## config.mk

```make
export PLATFORM = sky130hd
export DESIGN_NAME = mem_bus_arbiter
export DESIGN_NICKNAME = d
export VERILOG_FILES = /design/src/rtl/mem_bus_arbiter.sv
export SDC_FILE = /design/constraint.sdc
export NUM_CORES = 1
export LEC_CHECK = 0
export ABC_AREA = 1
export BUFFER_PORTS_ARGS = -buffer_cell sky130_fd_sc_hd__clkbuf_2
export CELL_PAD_IN_SITES_DETAIL_PLACEMENT = 1
export CELL_PAD_IN_SITES_GLOBAL_PLACEMENT = 1
export CORE_ASPECT_RATIO = 1.1
export CORE_UTILIZATION = 29
export CTS_CLUSTER_SIZE = 8
export DETAILED_ROUTE_END_ITERATION = 7
export GPL_TIMING_DRIVEN = 0
export PLACE_DENSITY_LB_ADDON = 0.1
export SKIP_LAST_GASP = 1
export SYNTH_ARGS = -nofsm -noshare
export SYNTH_HDL_FRONTEND = slang
export SYNTH_SLANG_ARGS = --single-unit
```

## constraint.sdc

```tcl
create_clock -name clk -period 1.75 [get_ports clk]
set_clock_uncertainty 0.05 [all_clocks]
set_input_delay 0.35 -clock clk [delete_from_list [all_inputs] [get_ports clk]]
set_output_delay 0.35 -clock clk [all_outputs]
set_load 0.02 [all_outputs]
```

## src/rtl/mem_bus_arbiter.sv

```systemverilog
// Purpose: shares one synchronous-read memory between the CPU (default owner) and a loader port.
// Latency: loader grant 1+HOLD_LAT cycles after request; each loader access is acked one cycle later.
// Backpressure: the loader stalls the CPU via cpu_hold; bursts of MAX_BURST force CPU_SLOTS CPU cycles.
module mem_bus_arbiter #(
    parameter int ADDR_W    = 16,
    parameter int DATA_W    = 8,
    parameter int HOLD_LAT  = 1,
    parameter int MAX_BURST = 16,
    parameter int CPU_SLOTS = 1
) (
    input  logic              clk,
    input  logic              res,
    input  logic [ADDR_W-1:0] cpu_addr,
    input  logic [DATA_W-1:0] cpu_wdata,
    input  logic              cpu_wren,
    output logic [DATA_W-1:0] cpu_rdata,
    output logic              cpu_hold,
    input  logic              ldr_req,
    input  logic [ADDR_W-1:0] ldr_addr,
    input  logic [DATA_W-1:0] ldr_wdata,
    input  logic              ldr_wren,
    output logic              ldr_gnt,
    output logic              ldr_ack,
    output logic [DATA_W-1:0] ldr_rdata,
    output logic [ADDR_W-1:0] mem_addr,
    output logic [DATA_W-1:0] mem_wdata,
    output logic              mem_wren,
    input  logic [DATA_W-1:0] mem_rdata
);

    localparam int BW = (MAX_BURST < 2) ? 1 : $clog2(MAX_BURST + 1);

    typedef enum logic [1:0] {S_CPU, S_DRAIN, S_LDR, S_YIELD} state_t;

    state_t            state_q, state_d;
    logic [3:0]        cnt_q, cnt_d;
    logic [BW-1:0]     burst_q, burst_d;
    logic              cpu_hold_q, cpu_hold_d;
    logic              ldr_gnt_q, ldr_gnt_d;
    logic              ldr_ack_q, ldr_ack_d;
    logic              cpu_own_q, cpu_own_d;
    logic [DATA_W-1:0] cpu_rdata_q, cpu_rdata_d;
    logic [DATA_W-1:0] ldr_rdata_q, ldr_rdata_d;
    logic              ldr_access;

    assign ldr_access = (state_q == S_LDR) && ldr_gnt_q && ldr_req;

    assign cpu_hold  = cpu_hold_q;
    assign ldr_gnt   = ldr_gnt_q;
    assign ldr_ack   = ldr_ack_q;
    // Read data bypasses straight from memory the cycle after an owned access, else holds the last value.
    assign cpu_rdata = cpu_own_q ? mem_rdata : cpu_rdata_q;
    assign ldr_rdata = ldr_ack_q ? mem_rdata : ldr_rdata_q;

    // Memory port mux: owner drives the bus; drain keeps the CPU address but blocks writes.
    always_comb begin
        mem_addr  = cpu_addr;
        mem_wdata = cpu_wdata;
        mem_wren  = 1'b0;
        case (state_q)
            S_CPU, S_YIELD: mem_wren = cpu_wren;
            S_LDR: begin
                mem_addr  = ldr_addr;
                mem_wdata = ldr_wdata;
                mem_wren  = ldr_wren && ldr_access;
            end
            default: mem_wren = 1'b0;
        endcase
        if (res) begin
            mem_wren = 1'b0;
        end
    end

    // Next-state and registered-output logic for the ownership FSM.
    always_comb begin
        state_d     = state_q;
        cnt_d       = cnt_q;
        burst_d     = burst_q;
        cpu_hold_d  = cpu_hold_q;
        ldr_gnt_d   = ldr_gnt_q;
        ldr_ack_d   = ldr_access;
        cpu_own_d   = (state_q == S_CPU) || (state_q == S_YIELD);
        cpu_rdata_d = cpu_rdata;
        ldr_rdata_d = ldr_rdata;
        case (state_q)
            S_CPU: begin
                if (ldr_req) begin
                    state_d    = S_DRAIN;
                    cpu_hold_d = 1'b1;
                    cnt_d      = 4'd0;
                end
            end
            S_DRAIN: begin
                if (!ldr_req) begin
                    state_d    = S_CPU;
                    cpu_hold_d = 1'b0;
                end else if (cnt_q == 4'(HOLD_LAT - 1)) begin
                    state_d   = S_LDR;
                    ldr_gnt_d = 1'b1;
                    burst_d   = '0;
                end else begin
                    cnt_d = cnt_q + 4'd1;
                end
            end
            S_LDR: begin
                if (ldr_access) begin
                    burst_d = burst_q + 1'b1;
                end
                // Burst limit wins over a simultaneous request drop.
                if ((MAX_BURST != 0) && ldr_access && (burst_q == BW'(MAX_BURST - 1))) begin
                    state_d    = S_YIELD;
                    cpu_hold_d = 1'b0;
                    ldr_gnt_d  = 1'b0;
                    cnt_d      = 4'd0;
                end else if (!ldr_req) begin
                    state_d    = S_CPU;
                    cpu_hold_d = 1'b0;
                    ldr_gnt_d  = 1'b0;
                end
            end
            S_YIELD: begin
                if (cnt_q == 4'(CPU_SLOTS - 1)) begin
                    if (ldr_req) begin
                        state_d    = S_DRAIN;
                        cpu_hold_d = 1'b1;
                        cnt_d      = 4'd0;
                    end else begin
                        state_d = S_CPU;
                    end
                end else begin
                    cnt_d = cnt_q + 4'd1;
                end
            end
            default: begin
                state_d    = S_CPU;
                cpu_hold_d = 1'b0;
                ldr_gnt_d  = 1'b0;
            end
        endcase
    end

    // State register with synchronous reset; reset also drops any pending ack.
    always_ff @(posedge clk) begin
        if (res) begin
            state_q     <= S_CPU;
            cnt_q       <= 4'd0;
            burst_q     <= '0;
            cpu_hold_q  <= 1'b0;
            ldr_gnt_q   <= 1'b0;
            ldr_ack_q   <= 1'b0;
            cpu_own_q   <= 1'b0;
            cpu_rdata_q <= '0;
            ldr_rdata_q <= '0;
        end else begin
            state_q     <= state_d;
            cnt_q       <= cnt_d;
            burst_q     <= burst_d;
            cpu_hold_q  <= cpu_hold_d;
            ldr_gnt_q   <= ldr_gnt_d;
            ldr_ack_q   <= ldr_ack_d;
            cpu_own_q   <= cpu_own_d;
            cpu_rdata_q <= cpu_rdata_d;
            ldr_rdata_q <= ldr_rdata_d;
        end
    end

endmodule

```

==> results of run 1 <==
sequential cells by signal, summed over array words and instances, names as in the netlist:
register,cells
cnt_q,4
burst_q,5
ldr_gnt,1
state_q,2
ldr_rdata_q,8
cpu_rdata_q,8
cpu_own_q,1
ldr_ack,1
cpu_hold,1
report_power, final:
group | switching, uW | total (uW) | internal (uW)
clock network | 283 | 743 | 460
registers | 67.2 | 855 | 788
logic | 924 | 1650 | 727
final cells by class:
| cell class | count | share of cell area |
|---|---|---|
| Sequential cell | 31 | 0.200 |
| Tap cell | 80 | 0.0314 |
| Clock buffer | 6 | 0.0259 |
| Timing Repair Buffer | 112 | 0.254 |
| Inverter | 24 | 0.0318 |
| Multi-Input combinational cell | 243 | 0.414 |
| Clock inverter | 2 | 0.0110 |
| Buffer | 9 | 0.0318 |
per-layer routing:
metal  track usage  up-vias  part of all wire
met1         0.214     1068              0.41
li1              -     1194                 -
met4        0.0545        0             0.012
met3        0.0513        6             0.069
met5             0        -                 0
met2         0.356       81              0.51
worst reg2reg max path: stages, from the launching register on:
cell and delay [ns]:
sky130_fd_sc_hd__dfxtp_4 0.37, sky130_fd_sc_hd__ha_4 0.15, sky130_fd_sc_hd__nand2_4 0.06, sky130_fd_sc_hd__nor2_4 0.10, sky130_fd_sc_hd__ha_2 0.18, sky130_fd_sc_hd__inv_2 0.05, sky130_fd_sc_hd__o21bai_1 0.16, sky130_fd_sc_hd__nand3_2 0.19
sky130_fd_sc_hd__o21bai_1 0.22, sky130_fd_sc_hd__a21oi_2 0.07
placed cells by master (no fill, tap or decap), drive strengths merged, types with 3 or more instances in the layout:
| cell type | n |
|---|---|
| a21oi | 30 |
| buf | 28 |
| clkbuf | 99 |
| dfxtp | 31 |
| ha | 9 |
| inv | 23 |
| nand2 | 151 |
| nand3 | 13 |
| nor2 | 27 |
| o21ai | 8 |
| o21bai | 3 |
worst paths after layout:
check,startpoint,depth (start not counted),end
worst max-delay path,state_q[0],7,mem_addr[7]
worst min-delay path,mem_rdata[1],3,cpu_rdata_q[1]
worst max register to register,burst_q[1],9,cnt_q[3]
worst min register to register,cpu_rdata_q[0],2,cpu_rdata_q[0]
per-stage QoR:
stage,power (uW),hold WS [ns],instances
floorplan,1670,0.386,309
global placement,2040,0.406,491
detailed placement,2060,0.415,491
CTS,3140,0.279,505
global route,3460,0.295,507
finish,3250,0.279,507
cell families after synthesis:
logic type,count (synthesis)
AO/OA/AOI/OAI,41
flip-flops,31
AND/OR/NAND/NOR,192
buffers and inverters,35
adder cells (fa/ha/maj),9
XOR/XNOR,1
synth_stat cells:
cell type	n	area, um2
sky130_fd_sc_hd__a21oi_1	28	140
sky130_fd_sc_hd__a21oi_4	2	32.5
sky130_fd_sc_hd__buf_2	2	10.0
sky130_fd_sc_hd__buf_6	2	22.5
sky130_fd_sc_hd__clkbuf_1	7	26.3
sky130_fd_sc_hd__dfxtp_1	31	621
sky130_fd_sc_hd__ha_1	9	113
sky130_fd_sc_hd__inv_1	23	86.3
sky130_fd_sc_hd__inv_2	1	3.75
sky130_fd_sc_hd__nand2_1	148	556
sky130_fd_sc_hd__nand2_2	2	12.5
sky130_fd_sc_hd__nand2_4	1	11.3
sky130_fd_sc_hd__nand3_1	10	50.1
sky130_fd_sc_hd__nand3_2	3	30.0
sky130_fd_sc_hd__nor2_1	23	86.3
sky130_fd_sc_hd__nor2_2	1	6.26
sky130_fd_sc_hd__nor2_4	3	33.8
sky130_fd_sc_hd__nor3_1	1	5.00
sky130_fd_sc_hd__o21ai_0	7	35.0
sky130_fd_sc_hd__o21ai_2	1	8.76
sky130_fd_sc_hd__o21bai_1	3	22.5
sky130_fd_sc_hd__xor2_1	1	8.76
repair_timing:
action,in CTS,in global routing
setup endpoints to repair,43,39
pin swaps,23,30
gates cloned,2,0
gates resized for setup,85,62
buffers inserted,6,2
==> out/qor.log, run 1 <==
[outcome] outcome finished with violations
[outcome] failing checks setup timing
[global_route] initial antenna violation count 0
[worst_setup_path] peak per-stage delay on the critical path 0.36 ns
[synth] xor-xnor portion of the synthesized cell area 0.00456
[drt] count of nets left with antenna violations after detail routing 0
[power_and_ir_drop] peak supply drop 386 uV
[die] height of the die 87.4 um
[timing] setup repair after global routing missed its margin yes
[global_route] total track usage 0.193
[timing] Period minus WS final 1.84 ns
[drt] detailed-route wire length per cell 12.9 um
[synth] area share of fa/ha/maj cells after synthesis 0.0586
[finish] multi-input logic area 0.00132 mm2
[finish] proportion of layout cells with a drive suffix above 1 0.445
[worst_setup_path] cell chain of the critical path inv_4 -> ha_4 -> inv_6 -> clkbuf_16 -> nand2_1 -> nand2_1 -> clkbuf_8
[worst_setup_path] dominant cell type by count on the critical path sky130_fd_sc_hd__nand2_1
[synth] cell area after synthesis 0.00192 mm2
[timing] maximum clock rate 0.544 GHz
[place] Post-DP Area 0.00253 mm2
[die] number of cell rows 30
[die] x dimension of the die 79.6 um
[synth] mean instance size in the synthesized netlist 6.22 um2
[synth] register area share after synthesis 0.323
[place] Placer Congestion 0.761
[place] Buffers on Ports 102
[finish] storage element area 636 um2
[timing] endpoints failing setup 23
[clock_tree] number of hold buffers added after CTS 0
[timing] worst-case headroom to the max-slew limit 0.635
[drt] total wire length after detailed routing 6.53 mm
[worst_setup_path] Buf+Inv Stages, Crit Path 4
[global_route] global-route wire length before repair 10.5 mm
[synth] simple-gate share of the synthesized area 0.412
[synth] net count of the mapped netlist 379
[synth] flop and latch count out of synthesis 31
[clock_tree] H-tree depth 2
[power_and_ir_drop] power density cells 1020 mW/mm2
[die] number of ports placed on the die boundary 105
[worst_setup_path] required time of the critical path 1.35 ns
[die] core area 0.00627 mm2
[die] effective utilization at floorplan 0.306
[worst_setup_path] data arrival time of the critical path 1.44 ns
[worst_setup_path] CP max FO 10
[drt] routed via count divided by cell count 4.63
[finish] Finished Cell Area 0.00319 mm2
[hold_path] Hold/Removal Path Class input port to flop
[worst_setup_path] master of the slowest instance on the critical path sky130_fd_sc_hd__dfxtp_2
[worst_setup_path] register-to-register path setup slack 0.02 ns
[worst_setup_path] critical path class flop to output pin
[synth] Synth Area in Compound Gates 0.124
[synth] combinational family with the most area after synthesis simple AND/OR/NAND/NOR gates
[worst_setup_path] Critical Path Sink Type output pin
[drt] total number of vias 2349
[synth] synthesized instance count 309
[synth] number of distinct library cells after synthesis 22
[timing] Fin. Hold Viols 0
[drt] initial detailed-routing violation count 36
[finish] Area Growth Syn to Fin 65.9%
[clock_tree] clock tree from TritonCTS done
[finish] Core Util, Final 0.508
[clock_tree] clock buffers created by TritonCTS 5
[worst_setup_path] CP startpoint kind flop
[drt] number of detailed-routing iterations run before antenna repair 4
[place] estimated wirelength of the detail-placed design 4.83 mm
[run] reported max-cap violation count 0
[timing] fin worst setup slack -0.0895 ns
[timing] setup total negative slack -1.53 ns
[power_and_ir_drop] leakage power figure 0.00166 uW
[global_route] number of global-route vias before repair 2380
[clock_tree] root buffer selected by CTS sky130_fd_sc_hd__clkbuf_8
[clock_tree] maximum clock insertion buffer count 2
[die] Total Die Area 0.00695 mm2
[clock_tree] sink count of the clock tree 31
[timing] Pins Over Slew Limit 0
[synth] number of warnings printed during yosys synthesis 0
[clock_tree] later-pin clock latency in the skew report 0.29 ns
[worst_setup_path] family with the most delay on the worst path buffers and inverters
[drt] number of remaining DRC errors 0
[synth] portion of netlist area occupied by mux cells 0
[place] Post-Place Setup Slack -0.267 ns
[timing] ratio of final minimum period to clock period 1.05
[global_route] pin count of the biggest net entering global routing 11
[clock_tree] clock-pin slew reported for the worst setup and hold paths after clock tree synthesis 0.07 ns
[timing] slew of the pin with the lowest slew margin 0.547 ns
[finish] layout net count 496
[finish] diode count 0
[global_route] total grt overflow 0
[finish] number of filler cells placed in the layout 842
Power figures use the tool's default switching activity.
==> run 2: changes to the inputs <==
Settings changed: REMOVE_ABC_BUFFERS from default to 1.
==> out/qor.log, run 2 (synthesis results as in run 1) <==
[timing] worst-case headroom to the max-slew limit 0.776
[drt] routed via count divided by cell count 4.68
[clock_tree] clock-pin slew reported for the worst setup and hold paths after clock tree synthesis 0.07 ns
[clock_tree] root buffer selected by CTS sky130_fd_sc_hd__clkbuf_8
[worst_setup_path] Buf+Inv Stages, Crit Path 4
[clock_tree] H-tree depth 2
[drt] initial detailed-routing violation count 20
[finish] commonest non-fill, non-tap cell in the layout sky130_fd_sc_hd__nand2_1
[die] number of cell rows 30
[global_route] met3 track demand over resource in global routing 0.0356
[finish] Largest regs cpu_rdata_q: 8 flops, ldr_rdata_q: 8 flops, burst_q: 5 flops
[worst_setup_path] required time of the critical path 1.35 ns
[timing] ratio of final minimum period to clock period 1.07
[die] core area 0.00627 mm2
[clock_tree] clock buffers created by TritonCTS 5
[die] number of ports placed on the die boundary 105
[clock_tree] maximum clock insertion buffer count 2
[die] Total Die Area 0.00695 mm2
[global_route] initial antenna violation count 0
[clock_tree] number of hold buffers added after CTS 0
[timing] maximum clock rate 0.534 GHz
[worst_setup_path] peak per-stage delay on the critical path 0.36 ns
[global_route] peak-usage layer in the global routing report met2
[clock_tree] sink count of the clock tree 31
[finish] diode count 0
[finish] Area Growth Syn to Fin 65.4%
[drt] total number of vias 2373
[finish] proportion of layout cells with a drive suffix above 1 0.461
[power_and_ir_drop] Final Total Pwr 3240 uW
[finish] most used cells in the layout excluding fill and tap cells sky130_fd_sc_hd__nand2_1 (120), sky130_fd_sc_hd__clkbuf_2 (82), sky130_fd_sc_hd__a21oi_1 (26)
[timing] endpoints failing setup 27
[worst_setup_path] CP max FO 8
[drt] total wire length after detailed routing 6.70 mm
[global_route] number of global-route vias before repair 2437
[place] Placer Congestion 0.784
[global_route] pin count of the biggest net entering global routing 28
[timing] fin worst setup slack -0.122 ns
[hold_path] Hold/Removal Path Class input port to flop
[timing] Period minus WS final 1.87 ns
[worst_setup_path] cell chain of the critical path inv_6 -> ha_4 -> buf_12 -> inv_16 -> nand2_4 -> nand2_2 -> clkbuf_8
[power_and_ir_drop] peak supply drop 360 uV
[timing] slew of the pin with the lowest slew margin 0.336 ns
[global_route] global-route wire length before repair 10.7 mm
[place] Buffers on Ports 104
[die] effective utilization at floorplan 0.306
[power_and_ir_drop] power density cells 1020 mW/mm2
[outcome] outcome finished with violations
[worst_setup_path] Critical Path Sink Type output pin
[drt] count of nets left with antenna violations after detail routing 0
[drt] number of detailed-routing iterations run before antenna repair 4
[timing] Pins Over Slew Limit 0
[timing] setup repair after global routing missed its margin yes
[worst_setup_path] data arrival time of the critical path 1.47 ns
[die] height of the die 87.4 um
[global_route] total track usage 0.195
[run] reported max-cap violation count 0
[worst_setup_path] family with the most delay on the worst path buffers and inverters
[power_and_ir_drop] leakage power figure 0.00161 uW
[finish] layout net count 496
[clock_tree] later-pin clock latency in the skew report 0.28 ns
[place] estimated wirelength of the detail-placed design 4.58 mm
[global_route] met1 usage in global routing 0.228
[clock_tree] clock tree from TritonCTS done
[die] x dimension of the die 79.6 um
[drt] number of remaining DRC errors 0
[drt] detailed-route wire length per cell 13.2 um
[worst_setup_path] master of the slowest instance on the critical path sky130_fd_sc_hd__dfxtp_4
[worst_setup_path] critical path class flop to output pin
[global_route] GR Util met2 0.356
[global_route] total grt overflow 0
[timing] setup total negative slack -2.48 ns
[worst_setup_path] CP startpoint kind flop
[outcome] failing checks setup timing
[timing] Fin. Hold Viols 0
[run 2: metrics by stage]
stage / area, um2 / std cells / util / hold WS (ns) / worst slack [ns]
2_1_floorplan: 1860 / 298 / - / 0.369 / -0.441
3_3_place_gp: 2480 / 482 / 0.396 / 0.407 / -1.10
3_5_place_dp: 2480 / 482 / 0.396 / 0.415 / -1.06
4_1_cts: 2940 / 503 / 0.469 / 0.277 / -0.155
5_1_grt: 3180 / 507 / 0.507 / 0.305 / -0.196
6_report: 3180 / 507 / 0.507 / 0.281 / -0.122
[run 2: metal layers]
layer / vias to the layer above / part of all wire
met2: 78 / 0.53
li1: 1193 / -
met5: - / 0
met4: 0 / 0.0090
met3: 5 / 0.055
met1: 1097 / 0.41
[run 2: power by group]
group,internal [uW],switching [uW]
clock,461,278
combinational,673,969
sequential,790,72.4
total,1920,1320
[run 2: worst reg2reg max path, delay by kind of cell, from the launching register on]
family	cells	cell delay, ns
and+or+nand+nor	8	0.73
DFF	1	0.36
buffers and inverters	3	0.36
adders and majority gates	1	0.23
[run 2: worst paths after layout]
check,slack [ns],from,to,cells past startpoint
setup / recovery,-0.12,state_q[0],mem_addr[10],7
hold / removal,0.28,mem_rdata[3],cpu_rdata_q[3],3
setup reg to reg,-0.04,state_q[0],state_q[0],12
hold reg to reg,0.42,ldr_rdata_q[3],ldr_rdata_q[3],2
[run 2: what timing repair did]
action / 4_1_cts / 5_1_grt
resized for setup: 66 / 78
hold endpoints to repair: 0 / 0
cloned: 2 / 1
endpoints found under the setup margin: 55 / 47
buffers inserted: 11 / 3
pin swaps: 13 / 12
[run 2: layout make-up]
cell class / instances / area [um2]
multi-input combinational: 243 / 1370
tap: 80 / 100
timing repair inverter: 3 / 36.3
clock inverter: 2 / 35.0
clock buffer: 6 / 82.6
timing repair buffer: 118 / 795
inverter: 24 / 119
fill: 837 / 3090
sequential: 31 / 638
